**src/rtl/mem_access_ctrl_if.sv**
```systemverilog
// Memory-side handshake bundle for mem_access_ctrl: single-outstanding req/ack bus.
// The controller drives it through the master modport and the memory through slave.
interface mem_access_ctrl_if #(
    parameter int unsigned ADDR_W = 16,
    parameter int unsigned DATA_W = 16
);
    logic              o_MemReq;
    logic              o_MemWe;
    logic [ADDR_W-1:0] o_MemAddr;
    logic [DATA_W-1:0] o_MemWData;
    logic [DATA_W-1:0] i_MemRData;
    logic              i_MemAck;

    modport master (
        output o_MemReq, o_MemWe, o_MemAddr, o_MemWData,
        input  i_MemRData, i_MemAck
    );

    modport slave (
        input  o_MemReq, o_MemWe, o_MemAddr, o_MemWData,
        output i_MemRData, i_MemAck
    );
endinterface

```
**src/rtl/mem_access_ctrl.sv**
```systemverilog
// mem_access_ctrl: MAR/MDR holder and single-outstanding memory access sequencer.
// Returns the ready pulse o_R to the microsequencer when an access finishes.
// Optional feature: define MEM_ACV_EN to reject user-mode accesses outside
// 16'h3000..16'hFDFF without issuing a memory request (o_ACV pulses with o_R).
module mem_access_ctrl #(
    parameter int unsigned ADDR_W   = 16,
    parameter int unsigned DATA_W   = 16,
    parameter int unsigned MAX_WAIT = 255
) (
    input  logic              i_Clk,
    input  logic              i_Rst_n,
    input  logic [DATA_W-1:0] i_Bus,
    input  logic              i_LdMAR,
    input  logic              i_LdMDR,
    input  logic              i_MIO_EN,
    input  logic              i_R_W,
    input  logic              i_PSR15,
    output logic [ADDR_W-1:0] o_MAR,
    output logic [DATA_W-1:0] o_MDR,
    output logic              o_R,
    output logic              o_BusErr,
    output logic              o_ACV,
    mem_access_ctrl_if.master mem
);

    localparam int unsigned CNT_W = (MAX_WAIT > 0) ? $clog2(MAX_WAIT + 1) : 1;

    typedef enum logic [1:0] {
        S_IDLE = 2'd0,
        S_REQ  = 2'd1,
        S_DONE = 2'd2
    } state_e;

    state_e            state_q, state_d;
    logic [ADDR_W-1:0] mar_q, mar_d;
    logic [DATA_W-1:0] mdr_q, mdr_d;
    logic [CNT_W-1:0]  cnt_q, cnt_d;
    logic              we_q, we_d;
    logic              req_q, req_d;
    logic              r_q, r_d;
    logic              buserr_q, buserr_d;
    logic              acv_q, acv_d;

`ifdef MEM_ACV_EN
    logic acv_hit_c;
`else
    logic unused_psr15;
    assign unused_psr15 = i_PSR15;
`endif

    // State and datapath registers; async reset abandons any in-flight access.
    always_ff @(posedge i_Clk or negedge i_Rst_n) begin
        if (!i_Rst_n) begin
            state_q  <= S_IDLE;
            mar_q    <= '0;
            mdr_q    <= '0;
            cnt_q    <= '0;
            we_q     <= 1'b0;
            req_q    <= 1'b0;
            r_q      <= 1'b0;
            buserr_q <= 1'b0;
            acv_q    <= 1'b0;
        end else begin
            state_q  <= state_d;
            mar_q    <= mar_d;
            mdr_q    <= mdr_d;
            cnt_q    <= cnt_d;
            we_q     <= we_d;
            req_q    <= req_d;
            r_q      <= r_d;
            buserr_q <= buserr_d;
            acv_q    <= acv_d;
        end
    end

    // Next-state and next-output logic; outputs are the registered copies of *_d.
    always_comb begin
        state_d  = state_q;
        mar_d    = mar_q;
        mdr_d    = mdr_q;
        cnt_d    = cnt_q;
        we_d     = we_q;
        req_d    = 1'b0;
        r_d      = 1'b0;
        buserr_d = 1'b0;
        acv_d    = 1'b0;
`ifdef MEM_ACV_EN
        acv_hit_c = 1'b0;
`endif
        case (state_q)
            S_IDLE: begin
                if (i_LdMAR) begin
                    mar_d = i_Bus[ADDR_W-1:0];
                end
                // An access start takes priority over a bus load of MDR.
                if (i_LdMDR && !i_MIO_EN) begin
                    mdr_d = i_Bus;
                end
                if (i_MIO_EN) begin
                    cnt_d = '0;
`ifdef MEM_ACV_EN
                    acv_hit_c = i_PSR15 &&
                                ((mar_d < ADDR_W'(16'h3000)) || (mar_d >= ADDR_W'(16'hFE00)));
                    if (acv_hit_c) begin
                        we_d    = 1'b0;
                        state_d = S_DONE;
                        r_d     = 1'b1;
                        acv_d   = 1'b1;
                    end else begin
                        we_d    = i_R_W;
                        state_d = S_REQ;
                        req_d   = 1'b1;
                    end
`else
                    we_d    = i_R_W;
                    state_d = S_REQ;
                    req_d   = 1'b1;
`endif
                end
            end
            S_REQ: begin
                cnt_d = cnt_q + CNT_W'(1);
                // Ack is checked first so an ack on the timeout cycle still completes normally.
                if (mem.i_MemAck) begin
                    if (!we_q) begin
                        mdr_d = mem.i_MemRData;
                    end
                    we_d    = 1'b0;
                    state_d = S_DONE;
                    r_d     = 1'b1;
                end else if ((MAX_WAIT != 0) && (cnt_q == CNT_W'(MAX_WAIT - 1))) begin
                    we_d     = 1'b0;
                    state_d  = S_DONE;
                    r_d      = 1'b1;
                    buserr_d = 1'b1;
                end else begin
                    req_d = 1'b1;
                end
            end
            S_DONE: begin
                state_d = S_IDLE;
            end
            default: begin
                state_d = S_IDLE;
                we_d    = 1'b0;
            end
        endcase
    end

    assign o_MAR          = mar_q;
    assign o_MDR          = mdr_q;
    assign o_R            = r_q;
    assign o_BusErr       = buserr_q;
    assign o_ACV          = acv_q;
    assign mem.o_MemReq   = req_q;
    assign mem.o_MemWe    = we_q;
    assign mem.o_MemAddr  = mar_q;
    assign mem.o_MemWData = mdr_q;

endmodule
```
**src/flat_wrapper.sv**
```systemverilog
// flat-port wrapper written by rule: the top's interface ports become plain ports
module mem_access_ctrl_flat 
#(
    parameter int unsigned ADDR_W   = 16,
    parameter int unsigned DATA_W   = 16,
    parameter int unsigned MAX_WAIT = 255
)
  (i_Clk, i_Rst_n, i_Bus, i_LdMAR, i_LdMDR, i_MIO_EN, i_R_W, i_PSR15, o_MAR, o_MDR, o_R, o_BusErr, o_ACV, mem_o_MemReq, mem_o_MemWe, mem_o_MemAddr, mem_o_MemWData, mem_i_MemRData, mem_i_MemAck);
  mem_access_ctrl_if #(.ADDR_W(ADDR_W), .DATA_W(DATA_W)) mem_i ();
  input  logic i_Clk;
  input  logic i_Rst_n;
  input  logic [DATA_W-1:0] i_Bus;
  input  logic i_LdMAR;
  input  logic i_LdMDR;
  input  logic i_MIO_EN;
  input  logic i_R_W;
  input  logic i_PSR15;
  output logic [ADDR_W-1:0] o_MAR;
  output logic [DATA_W-1:0] o_MDR;
  output logic o_R;
  output logic o_BusErr;
  output logic o_ACV;
  output wire logic [$bits(mem_i.o_MemReq)-1:0] mem_o_MemReq;
  output wire logic [$bits(mem_i.o_MemWe)-1:0] mem_o_MemWe;
  output wire logic [$bits(mem_i.o_MemAddr)-1:0] mem_o_MemAddr;
  output wire logic [$bits(mem_i.o_MemWData)-1:0] mem_o_MemWData;
  input wire logic [$bits(mem_i.i_MemRData)-1:0] mem_i_MemRData;
  input wire logic [$bits(mem_i.i_MemAck)-1:0] mem_i_MemAck;
  assign mem_o_MemReq = mem_i.o_MemReq;
  assign mem_o_MemWe = mem_i.o_MemWe;
  assign mem_o_MemAddr = mem_i.o_MemAddr;
  assign mem_o_MemWData = mem_i.o_MemWData;
  assign mem_i.i_MemRData = mem_i_MemRData;
  assign mem_i.i_MemAck = mem_i_MemAck;
  mem_access_ctrl #(.ADDR_W(ADDR_W), .DATA_W(DATA_W), .MAX_WAIT(MAX_WAIT)) u_core (.i_Clk(i_Clk), .i_Rst_n(i_Rst_n), .i_Bus(i_Bus), .i_LdMAR(i_LdMAR), .i_LdMDR(i_LdMDR), .i_MIO_EN(i_MIO_EN), .i_R_W(i_R_W), .i_PSR15(i_PSR15), .o_MAR(o_MAR), .o_MDR(o_MDR), .o_R(o_R), .o_BusErr(o_BusErr), .o_ACV(o_ACV), .mem(mem_i));
endmodule
```
**config.mk**
```make
export PLATFORM = sky130hd
export DESIGN_NAME = mem_access_ctrl_flat
export DESIGN_NICKNAME = d
export VERILOG_FILES = /design/src/rtl/mem_access_ctrl_if.sv /design/src/rtl/mem_access_ctrl.sv /design/src/flat_wrapper.sv
export SDC_FILE = /design/constraint.sdc
export NUM_CORES = 1
export LEC_CHECK = 0
export BUFFER_PORTS_ARGS = -buffer_cell sky130_fd_sc_hd__buf_4
export CORE_MARGIN = 8
export CORE_UTILIZATION = 47
export DETAILED_ROUTE_END_ITERATION = 10
export GPL_ROUTABILITY_DRIVEN = 0
export PLACE_DENSITY = 0.92
export SLEW_MARGIN = 40
export SYNTH_ARGS = -nofsm -noshare
export SYNTH_HDL_FRONTEND = slang
export SYNTH_SLANG_ARGS = --single-unit
```
**constraint.sdc**
```tcl
create_clock -name i_Clk -period 2.3 [get_ports i_Clk]
set_clock_uncertainty 0.15 [all_clocks]
set_input_delay 0.23 -clock i_Clk [delete_from_list [all_inputs] [get_ports i_Clk]]
set_output_delay 0.23 -clock i_Clk [all_outputs]
set_load 0.01 [all_outputs]
```
==> impl_metrics.csv <==
group,metric,value,unit
sta,tightest_slew,0.586,ns
cells_and_area,layout_commonest_cell,"buf_4",
grt,antenna_found_initial,0,
yosys,ys_seq_area_frac,0.474,
die,ios,109,
yosys,ys_types,32,
setup_path,cp-end-kind,"flip-flop",
cts,cts_tree,"done",
power_and_ir_drop,p_leak,1.52,nW
run,max_cap_viol_count,0,
sta,fin_crit_sh,0.820,
die,die_area,7720,um2
die,core-area,5040,um2
detailed_routing,drt_first_pass_iters,4,
cts,clk_path_buf_depth,2,
yosys,synth_edf_count,0,
die,initial_core_util,0.481,
cts,htree_levels,2,
cells_and_area,layout_common_cells,"buf_4 (111), dfrtp_1 (46), mux2_2 (41), mux2_4 (10), nand2_1 (7)",
setup_path,max_stage_delay,0.46,ns
place,place_ws,0.422,ns
run_status,status,"completed",
sta,hold_violations,0,
detailed_routing,routed_wl,5920,um
cts,clock_latency,0.29,ns
sta,clock.fmax,530,MHz
detailed_routing,drc,0,
setup_path,path_max_fanout,10,
yosys,syn_nets,233,
yosys,synthTopCellsByArea,"dfrtp_1 (47%), mux2_2 (19%), buf_4 (11%)",
power_and_ir_drop,p_per_area,1260,nW/um2
place,place_hpwl,4660,um
sta,layout_min_cycle_time,1.89,ns
yosys,synth_top_area_frac,0.474,
cells_and_area,nets,313,
detailed_routing,detail_route.vias_per_cell,5.06,
detailed_routing,wl_per_cell,17.3,um
yosys,syn_area,2430,um2
grt,grt.busiest_layer,"met2",
hold_path,holdCritPathClass,"input pin to flip-flop",
yosys,postSynthRegisterBits,46,
cts,clockRootBuffer,"clkbuf_8",
cells_and_area,drive_gt1_frac,0.632,
grt,gr-total-overflow,0,
setup_path,path_cells,"or3b_4 > a21oi_4 > buf_4 > mux2_4",
detailed_routing,postRouteAntennaNets,0,
yosys,synth_top_cell_by_area,"dfrtp_1",
yosys,synthArstFlopShare,1.00,
setup_path,crit_required,2.33,ns
grt,grt_max_degree,47,
yosys,syn_avg_cell_area,12.7,um2
setup_path,cp_slowest_cell,"dfrtp_1",
sta,finalSetupTns,0,ns
grt,globalRouteTotalUtil,0.155,
setup_path,start_kind,"flip-flop",
cts,path_clk_slew,0.08,ns
die,die_h,87.9,um
sta,rsz0062_at_grt,"no",
cts,cts_setup_buffers,0,
cells_and_area,diodes,0,
setup_path,crit_buf_inv,1,
setup_path,crit_family,"flip-flops",
yosys,yosys_warnings,0,
power_and_ir_drop,peakVddDrop,0.000484,V
grt,met3_usage,0.0488,
sta,slew_headroom,0.609,
setup_path,arrival,1.91,ns
cells_and_area,area.growth.synth_to_final,30.8,%
grt,grt_pass1_vias,1858,
grt,grt_pass1_wl,9340,um
sta,setup_ws,0.414,ns
die,fp-row-count,26,
cts,clock-sinks,46,
sta,slew_viol_final,0,
detailed_routing,vias,1730,
sta,setup_viol,0,
cts,cts_made_buffers,5,
place,port_buffers,106,
die,die_w,87.9,um
setup_path,critPathKind,"flip-flop to flip-flop",
yosys,ys.flop_type,"dfrtp_1",
grt,met1_usage,0.170,
yosys,postSynthCellCount,191,
grt,grt_use_met2,0.280,
detailed_routing,drtIter0Drc,37,
## worst register-to-register path: cells and delay by family (launching register included)
family	cells	cell delay, ns
compound gates	1	0.16
flops	1	0.46
buf+inv	1	0.25
mux	1	0.32
simple gates	1	0.44
## flip-flops by register name, summed over array words and instances (netlist names)
name                   cells
u_core.o_BusErr            1
u_core.mem.o_MemWData     16
u_core.mem.o_MemReq        1
u_core.state_q             2
u_core.o_R                 1
u_core.mem.o_MemWe         1
u_core.mem.o_MemAddr      16
u_core.cnt_q               8
## synthesized netlist by cell type (2+ instances only)
cell type	n
a22o_1	5
and2_1	2
buf_4	36
buf_6	2
dfrtp_1	46
ha_1	2
mux2_2	41
mux2_4	10
nand2_1	7
nand3_1	6
nand4_1	2
nor2_1	6
nor2b_1	2
o211ai_1	3
o21ai_0	2
or4_1	3
## final timing paths
kind | start | to | slack, ns | cells past startpoint
max | u_core.state_q[0]$_DFFE_PN0P_ | u_core.mem.o_MemWData[14]$_DFFE_PN0P_ | 0.41 | 4
max in group asynchronous | i_Rst_n | u_core.mem.o_MemWData[14]$_DFFE_PN0P_ | 1.29 | 2
min reg2reg | u_core.mem.o_MemWData[15]$_DFFE_PN0P_ | u_core.mem.o_MemWData[15]$_DFFE_PN0P_ | 0.39 | 1
min in group asynchronous | i_Rst_n | u_core.cnt_q[3]$_DFFE_PN0P_ | 0.32 | 2
max reg2reg | u_core.state_q[0]$_DFFE_PN0P_ | u_core.mem.o_MemWData[14]$_DFFE_PN0P_ | 0.41 | 4
min | i_Bus[8] | u_core.mem.o_MemAddr[8]$_DFFE_PN0P_ | 0.02 | 2
## cell families after synthesis
group / share of synthesized area
mux: 0.256
simple gates: 0.0753
fa+ha+maj: 0.0103
buf+inv: 0.134
compound gates: 0.0485
flops: 0.474
other cells: 0.00154
## area by class of cell
type,instances,area (um2)
clock inverters,1,30.0
fillers,422,1870
inverters,1,3.75
multi-input cells,103,953
flip-flops and latches,46,1150
well taps,70,87.6
clock buffers,7,76.3
repair buffers,114,873
## power by group
group	switching [W]	internal, W	total (W)
Clock	0.000255	0.000325	0.000580
Combinational	0.000822	0.00118	0.00200
Sequential	0.000289	0.00112	0.00141
Total	0.00137	0.00263	0.00399
## per-layer routing
| layer | vias up | part of all wire |
|---|---|---|
| li1 | 801 | - |
| met1 | 847 | 0.38 |
| met2 | 75 | 0.51 |
| met3 | 7 | 0.097 |
| met4 | 0 | 0.012 |
| met5 | - | 0 |
## repair_timing
item | CTS | global route
hold buffers | 2 | 0
resized for setup | 0 | 0
endpoints found under the hold margin | 47 | 0
## stage by stage
step | util | total power [W] | hold slack, ns | std cells | area [um2]
after global routing | 0.630 | 0.00425 | 0.0116 | 342 | 3180
after detailed placement | 0.605 | 0.00346 | 0.123 | 332 | 3050
after CTS | 0.630 | 0.00406 | 0.0145 | 342 | 3180
final | 0.630 | 0.00399 | 0.0237 | 342 | 3180
after floorplan | - | 0.00270 | -0.216 | 191 | 2430
after global placement | 0.605 | 0.00339 | 0.116 | 332 | 3050
Note: power is estimated with default switching activity, not from simulation.
